$ cat config.mk
export PLATFORM = sky130hd
export DESIGN_NAME = lsu_block_arbiter
export DESIGN_NICKNAME = d
export VERILOG_FILES = /design/src/rtl/lsu_block_arbiter.sv
export SDC_FILE = /design/constraint.sdc
export NUM_CORES = 1
export LEC_CHECK = 0
export ABC_AREA = 1
export CAP_MARGIN = 40
export CORE_AREA = 4 4 663 665
export CTS_CLUSTER_DIAMETER = 150
export CTS_CLUSTER_SIZE = 12
export DETAILED_ROUTE_END_ITERATION = 7
export DIE_AREA = 0 0 667 669
export GPL_TIMING_DRIVEN = 0
export MAX_ROUTING_LAYER = met4
export PLACE_DENSITY = 0.3
export REMOVE_ABC_BUFFERS = 1
export SLEW_MARGIN = 10
export SYNTH_ARGS = -nofsm -noshare
export SYNTH_HDL_FRONTEND = slang
export SYNTH_SLANG_ARGS = --single-unit
$ cat constraint.sdc
create_clock -name clk -period 5.43 [get_ports clk]
set_input_delay 0.543 -clock clk [delete_from_list [all_inputs] [get_ports clk]]
set_output_delay 0.543 -clock clk [all_outputs]
set_load 0.005 [all_outputs]
$ cat src/rtl/lsu_block_arbiter.sv
// Round-robin arbiter sharing one dcache request/response channel among NUM_REQS LSU blocks.
// Requests pass through a 2-entry elastic buffer; responses are steered back by the tag's low sel bits.
module lsu_block_arbiter #(
  parameter int NUM_REQS    = 4,
  parameter int NUM_LANES   = 4,
  parameter int DATA_SIZE   = 4,
  parameter int ADDR_WIDTH  = 30,
  parameter int TAG_WIDTH   = 8,
  parameter int MAX_PENDING = 16,
  localparam int SEL_BITS   = (NUM_REQS > 1) ? $clog2(NUM_REQS) : 0,
  localparam int OTAG_WIDTH = TAG_WIDTH + SEL_BITS,
  localparam int PCNT_W     = $clog2(MAX_PENDING + 1)
) (
  input  logic                                          clk,
  input  logic                                          reset,
  input  logic [NUM_REQS-1:0]                           req_valid_in,
  input  logic [NUM_REQS-1:0]                           req_rw_in,
  input  logic [NUM_REQS*NUM_LANES-1:0]                 req_mask_in,
  input  logic [NUM_REQS*NUM_LANES*DATA_SIZE-1:0]       req_byteen_in,
  input  logic [NUM_REQS*NUM_LANES*ADDR_WIDTH-1:0]      req_addr_in,
  input  logic [NUM_REQS*NUM_LANES*8*DATA_SIZE-1:0]     req_data_in,
  input  logic [NUM_REQS*TAG_WIDTH-1:0]                 req_tag_in,
  output logic [NUM_REQS-1:0]                           req_ready_in,
  output logic                                          req_valid_out,
  output logic                                          req_rw_out,
  output logic [NUM_LANES-1:0]                          req_mask_out,
  output logic [NUM_LANES*DATA_SIZE-1:0]                req_byteen_out,
  output logic [NUM_LANES*ADDR_WIDTH-1:0]               req_addr_out,
  output logic [NUM_LANES*8*DATA_SIZE-1:0]              req_data_out,
  output logic [OTAG_WIDTH-1:0]                         req_tag_out,
  input  logic                                          req_ready_out,
  input  logic                                          rsp_valid_in,
  input  logic [NUM_LANES-1:0]                          rsp_mask_in,
  input  logic [NUM_LANES*8*DATA_SIZE-1:0]              rsp_data_in,
  input  logic [OTAG_WIDTH-1:0]                         rsp_tag_in,
  output logic                                          rsp_ready_in,
  output logic [NUM_REQS-1:0]                           rsp_valid_out,
  output logic [NUM_LANES-1:0]                          rsp_mask_out,
  output logic [NUM_LANES*8*DATA_SIZE-1:0]              rsp_data_out,
  output logic [TAG_WIDTH-1:0]                          rsp_tag_out,
  input  logic [NUM_REQS-1:0]                           rsp_ready_out,
  output logic [NUM_REQS*PCNT_W-1:0]                    pending_count,
  output logic                                          busy
);

  localparam int SEL_W = (SEL_BITS > 0) ? SEL_BITS : 1;
  localparam int BE_W  = NUM_LANES * DATA_SIZE;
  localparam int AD_W  = NUM_LANES * ADDR_WIDTH;
  localparam int DT_W  = NUM_LANES * 8 * DATA_SIZE;
  localparam int ENT_W = 1 + NUM_LANES + BE_W + AD_W + DT_W + OTAG_WIDTH;

  logic [PCNT_W-1:0]     pend [NUM_REQS];
  logic [NUM_REQS-1:0]   elig, grant, pend_inc, pend_dec;
  logic [SEL_W-1:0]      rr, win, rsp_sel;
  logic                  found, push, pop, can_push, sel_ok;
  logic [1:0]            fcnt;
  logic [ENT_W-1:0]      ent0, ent1, push_ent;
  logic [OTAG_WIDTH-1:0] otag;

  always_comb begin
    elig = '0;
    for (int unsigned i = 0; i < NUM_REQS; i++)
      elig[i] = req_valid_in[i] && (req_rw_in[i] || (pend[i] < PCNT_W'(MAX_PENDING)));
  end

  // Scan from the priority pointer, wrapping, and take the first eligible requester.
  always_comb begin
    int unsigned idx;
    found = 1'b0;
    win   = '0;
    idx   = 0;
    for (int unsigned k = 0; k < NUM_REQS; k++) begin
      idx = (32'(rr) + k) % NUM_REQS;
      if (!found && elig[idx]) begin
        found = 1'b1;
        win   = SEL_W'(idx);
      end
    end
  end

  // A full buffer still accepts when its head is leaving this cycle.
  assign pop      = (fcnt != 2'd0) && req_ready_out;
  assign can_push = (fcnt != 2'd2) || pop;
  assign push     = found && can_push && !reset;
  assign grant    = push ? (NUM_REQS'(1) << win) : '0;
  assign req_ready_in = grant;

  generate
    if (SEL_BITS > 0) begin : g_sel
      assign otag    = {req_tag_in[win*TAG_WIDTH +: TAG_WIDTH], win};
      assign rsp_sel = rsp_tag_in[SEL_BITS-1:0];
    end else begin : g_nosel
      assign otag    = req_tag_in[TAG_WIDTH-1:0];
      assign rsp_sel = '0;
    end
  endgenerate

  assign push_ent = {req_rw_in[win],
                     req_mask_in[win*NUM_LANES +: NUM_LANES],
                     req_byteen_in[win*BE_W +: BE_W],
                     req_addr_in[win*AD_W +: AD_W],
                     req_data_in[win*DT_W +: DT_W],
                     otag};

  always_ff @(posedge clk) begin
    if (reset) begin
      fcnt <= '0;
      ent0 <= '0;
      ent1 <= '0;
    end else begin
      case (fcnt)
        2'd0: if (push) begin
          ent0 <= push_ent;
          fcnt <= 2'd1;
        end
        2'd1: if (push && pop) begin
          ent0 <= push_ent;
        end else if (pop) begin
          fcnt <= 2'd0;
        end else if (push) begin
          ent1 <= push_ent;
          fcnt <= 2'd2;
        end
        default: if (pop) begin
          ent0 <= ent1;
          if (push) ent1 <= push_ent;
          else      fcnt <= 2'd1;
        end
      endcase
    end
  end

  assign req_valid_out = (fcnt != 2'd0);
  assign {req_rw_out, req_mask_out, req_byteen_out, req_addr_out, req_data_out, req_tag_out} = ent0;

  always_ff @(posedge clk) begin
    if (reset)     rr <= '0;
    else if (push) rr <= (int'(win) == NUM_REQS - 1) ? '0 : win + 1'b1;
  end

  assign sel_ok        = int'(rsp_sel) < NUM_REQS;
  assign rsp_ready_in  = sel_ok && rsp_ready_out[rsp_sel];
  assign rsp_valid_out = (rsp_valid_in && sel_ok) ? (NUM_REQS'(1) << rsp_sel) : '0;
  assign rsp_tag_out   = rsp_tag_in[OTAG_WIDTH-1 -: TAG_WIDTH];
  assign rsp_mask_out  = rsp_mask_in;
  assign rsp_data_out  = rsp_data_in;

  assign pend_inc = grant & ~req_rw_in;
  assign pend_dec = rsp_valid_out & {NUM_REQS{rsp_ready_in}};

  always_ff @(posedge clk) begin
    for (int unsigned i = 0; i < NUM_REQS; i++) begin
      if (reset) begin
        pend[i] <= '0;
      end else begin
        assert (!(pend_dec[i] && pend[i] == '0))
          else $error("response retired for requester %0d with no pending load", i);
        assert (!(pend_inc[i] && !pend_dec[i] && pend[i] == PCNT_W'(MAX_PENDING)))
          else $error("pending counter overflow on requester %0d", i);
        if (pend_inc[i] && !pend_dec[i])      pend[i] <= pend[i] + 1'b1;
        else if (pend_dec[i] && !pend_inc[i]) pend[i] <= pend[i] - 1'b1;
      end
    end
  end

  always_comb begin
    busy = (fcnt != 2'd0);
    for (int unsigned i = 0; i < NUM_REQS; i++)
      if (pend[i] != '0) busy = 1'b1;
  end

  generate
    for (genvar g = 0; g < NUM_REQS; g++) begin : g_pcnt
      assign pending_count[g*PCNT_W +: PCNT_W] = pend[g];
    end
  endgenerate

endmodule

==> flow_summary.json <==
{
  "seqCellArea_sq_um": 11900,
  "worstSetupStartpointType": "flop",
  "p_leak_nw": 26.3,
  "num_vias": 47600,
  "hpwl_um": 267000,
  "status": "complete, no violations",
  "critPathCaptureType": "flop",
  "drv_slew": 0,
  "synth_ff_type": "dfxtp_1",
  "syn_area_sq_um": 38000,
  "rows": 242,
  "cp-startpoint": "fcnt[1]",
  "worstRegToRegCells": 23,
  "drc": 0,
  "crit_arrival_ns": 5.80,
  "cts_buffers": 58,
  "rsz0062_at_grt": "no",
  "finalSetupTns_ns": 0,
  "yosys_register_bits": 582,
  "crit_end": "ent1[69]",
  "multi_input_comb_area_sq_um": 20600,
  "path_cells": "buf_16, inv_16, buf_16, nor2_1, nor3_4, buf_12, buf_6, buf_6, buf_6, buf_4, buf_4, buf_6, buf_4, buf_4, buf_4, buf_4, buf_4, buf_4, buf_6, buf_4, o21a_1, nand2_1, inv_1",
  "worst_pin_slew_ns": 0.972,
  "ctsHoldBuffers": 0,
  "maxSlewHeadroom_pct": 35.0,
  "wl_per_cell_um": 26.3,
  "nFillCells": 50100,
  "final_area_sq_um": 60900,
  "syn-instance-count": 6225,
  "antenna_found_initial": 69,
  "pin_count": 1712,
  "ir_worst_vdd_v": 0.000412,
  "synth_area_leader_cell": "dfxtp_1",
  "skew_ns": 0.0349,
  "vias_per_cell": 3.65,
  "post-route-period-util_pct": 94.3,
  "worstReg2RegEnd": "ent1[69]",
  "root_buffer": "clkbuf_16",
  "max-clock-path-buffers": 3,
  "worstPathRequired_ns": 6.11,
  "crit_top_cell": "buf_4",
  "die_w_um": 667,
  "min_period_ns": 5.12,
  "place_area_sq_um": 58800,
  "async_reset_ff_share_pct": 0,
  "syn_area_per_cell_sq_um": 6.10,
  "final-setup-viol-count": 0,
  "r2r_slack_ns": 0.31,
  "critPathKind": "reg2reg",
  "gp_congestion": 0.834,
  "die-area_sq_um": 446000,
  "whs_ns": 0.505,
  "numPortBuffers": 1431,
  "htreeDepth": 2,
  "routed_wl_um": 342000,
  "ys_seq_area_share_pct": 31.2,
  "cp_num_buf_inv": 19,
  "die_h_um": 669,
  "ys_top_cells_by_area": "dfxtp_1, nand2_1, nand3_1, a21oi_1, inv_1",
  "cp_top_family": "buffers and inverters",
  "fin_nets": 8535,
  "hold_viol": 0,
  "crit_fanout": 36,
  "cts.clk_slew.worst_paths_ns": 0.08,
  "drive_gt1_share_pct": 3.69,
  "firstDrtPassIters": 7,
  "core_sq_um": 434000,
  "antenna_left": 0,
  "drtIter0Drc": 3524,
  "power.density_nw_per_um2": 624,
  "area_delta_synth_final_pct": 60.6,
  "hold_class": "in2reg",
  "grt_pass1_wl_um": 437000,
  "worst_skew_pair.late_latency_ns": 0.74,
  "cp.depth": 23,
  "first_global_vias": 44400,
  "synth.distinct_cells": 31,
  "r2r_start": "fcnt[1]",
  "overflow": 0,
  "critical_path.max_stage_delay_ns": 0.49,
  "start_util_pct": 8.75,
  "slowest_stage": "dfxtp_4",
  "grt_max_degree": 130,
  "synth_top_area_share_pct": 29.6,
  "fmax_mhz": 195,
  "yosysWarnings": 0,
  "numClockSinks": 582,
  "cts_tree": "done",
  "synth_edf_count": 20,
  "maxCapViolations": 0,
  "grt_util_all_layers_pct": 15.0
}
[synthesized netlist by cell type (all sizes together), types with 4 or more instances]
cell type and instances:
nand2 2036, nand3 1422, inv 602, a21oi 570, dfxtp 562, buf 475
o21a 277, clkbuf 160, edfxtp 20, nand4 20, nor2 20, xor2 17
ha 16, nor3 11, o21ai 8, xnor2 4
[registers in the layout, summed over array words and instances (netlist names)]
name	count
ent0	279
pend	20
rr	2
fcnt	2
ent1	279
[layer usage]
metal	global-route usage, %	vias up	wire length [um]
met3	10.1	313	49100
met4	2.60	0	6240
met5	-	-	0
li1	-	22100	-
met2	21.9	2041	147000
met1	17.0	23200	140000
[worst min path at each step]
stage	slack, ns	endpoint	from	depth (start not counted)
finish	0.50	ent0[6]	req_tag_in[4]	5
global route	0.44	ent0[246]	req_addr_in[108]	5
CTS	0.35	ent0[6]	req_tag_in[4]	5
detailed placement	0.50	ent0[89]	ent0[89]	4
global placement	0.50	ent0[24]	ent0[24]	4
floorplan	0.49	ent0[0]	ent1[0]	2
[cells in the final DEF, fill, tap and decap left out, drive strengths merged, types with 31 or more instances in the layout]
cell           count
inv              608
dfxtp            562
nand2           2041
diode             31
nand3           1423
clkbuf            69
a21oi            570
o21a             277
clkdlybuf4s50   1429
buf              163
[cell families (layout without fill, tap and decap cells)]
family | Yosys count | after routing | share of synthesized area (%)
DFF | 582 | 582 | 31.2
other | 0 | 31 | 0
xor gates and xnor gates | 21 | 21 | 0.485
buffers and inverters | 1237 | 2278 | 14.8
AOI/OAI and AO/OA | 857 | 857 | 13.2
and+or+nand+nor | 3511 | 3517 | 39.7
adders and majority gates | 17 | 17 | 0.580
[tightest hold or removal path, cell delays in order]
cell             delay [ns]
clkdlybuf4s50_1        0.40
nand2_1                0.06
nand3_1                0.08
nand3_1                0.08
a21oi_1                0.06
[cell type report]
type	instances	share of cell area (%)
antenna	31	0.127
inverter	602	3.75
timing repair inverter	2	0.0287
clock buffer	69	2.55
multi-input combinational	4412	33.8
clock inverter	7	0.105
tap	5734	11.8
sequential	582	19.5
timing repair buffer	1598	28.4
[stage by stage]
stage / util, % / total power [mW] / instances / setup slack, ns
after CTS: 14.0 / 39.1 / 13000 / 0.0324
final: 14.1 / 38.0 / 13000 / 0.310
after global routing: 14.1 / 41.4 / 13000 / 0.00897
after detailed placement: 13.6 / 33.6 / 12900 / -0.808
after global placement: 12.9 / 21.8 / 12800 / -77.93
after floorplan: - / 21.4 / 5590 / -33.42
[where the power goes]
part           leakage [nW]  internal (mW)  switching, mW
logic                  20.7           9.21           18.1
registers              4.83           5.68          0.802
clock network         0.793           2.00           2.18
[repair_timing]
action	CTS	global route
pin swaps	6	1
endpoints found under the hold margin	0	0
gates resized for setup	12	0
setup endpoints to repair	65	35
gates cloned	12	0
setup buffers	15	6
Note: power is estimated with default switching activity, not from simulation.
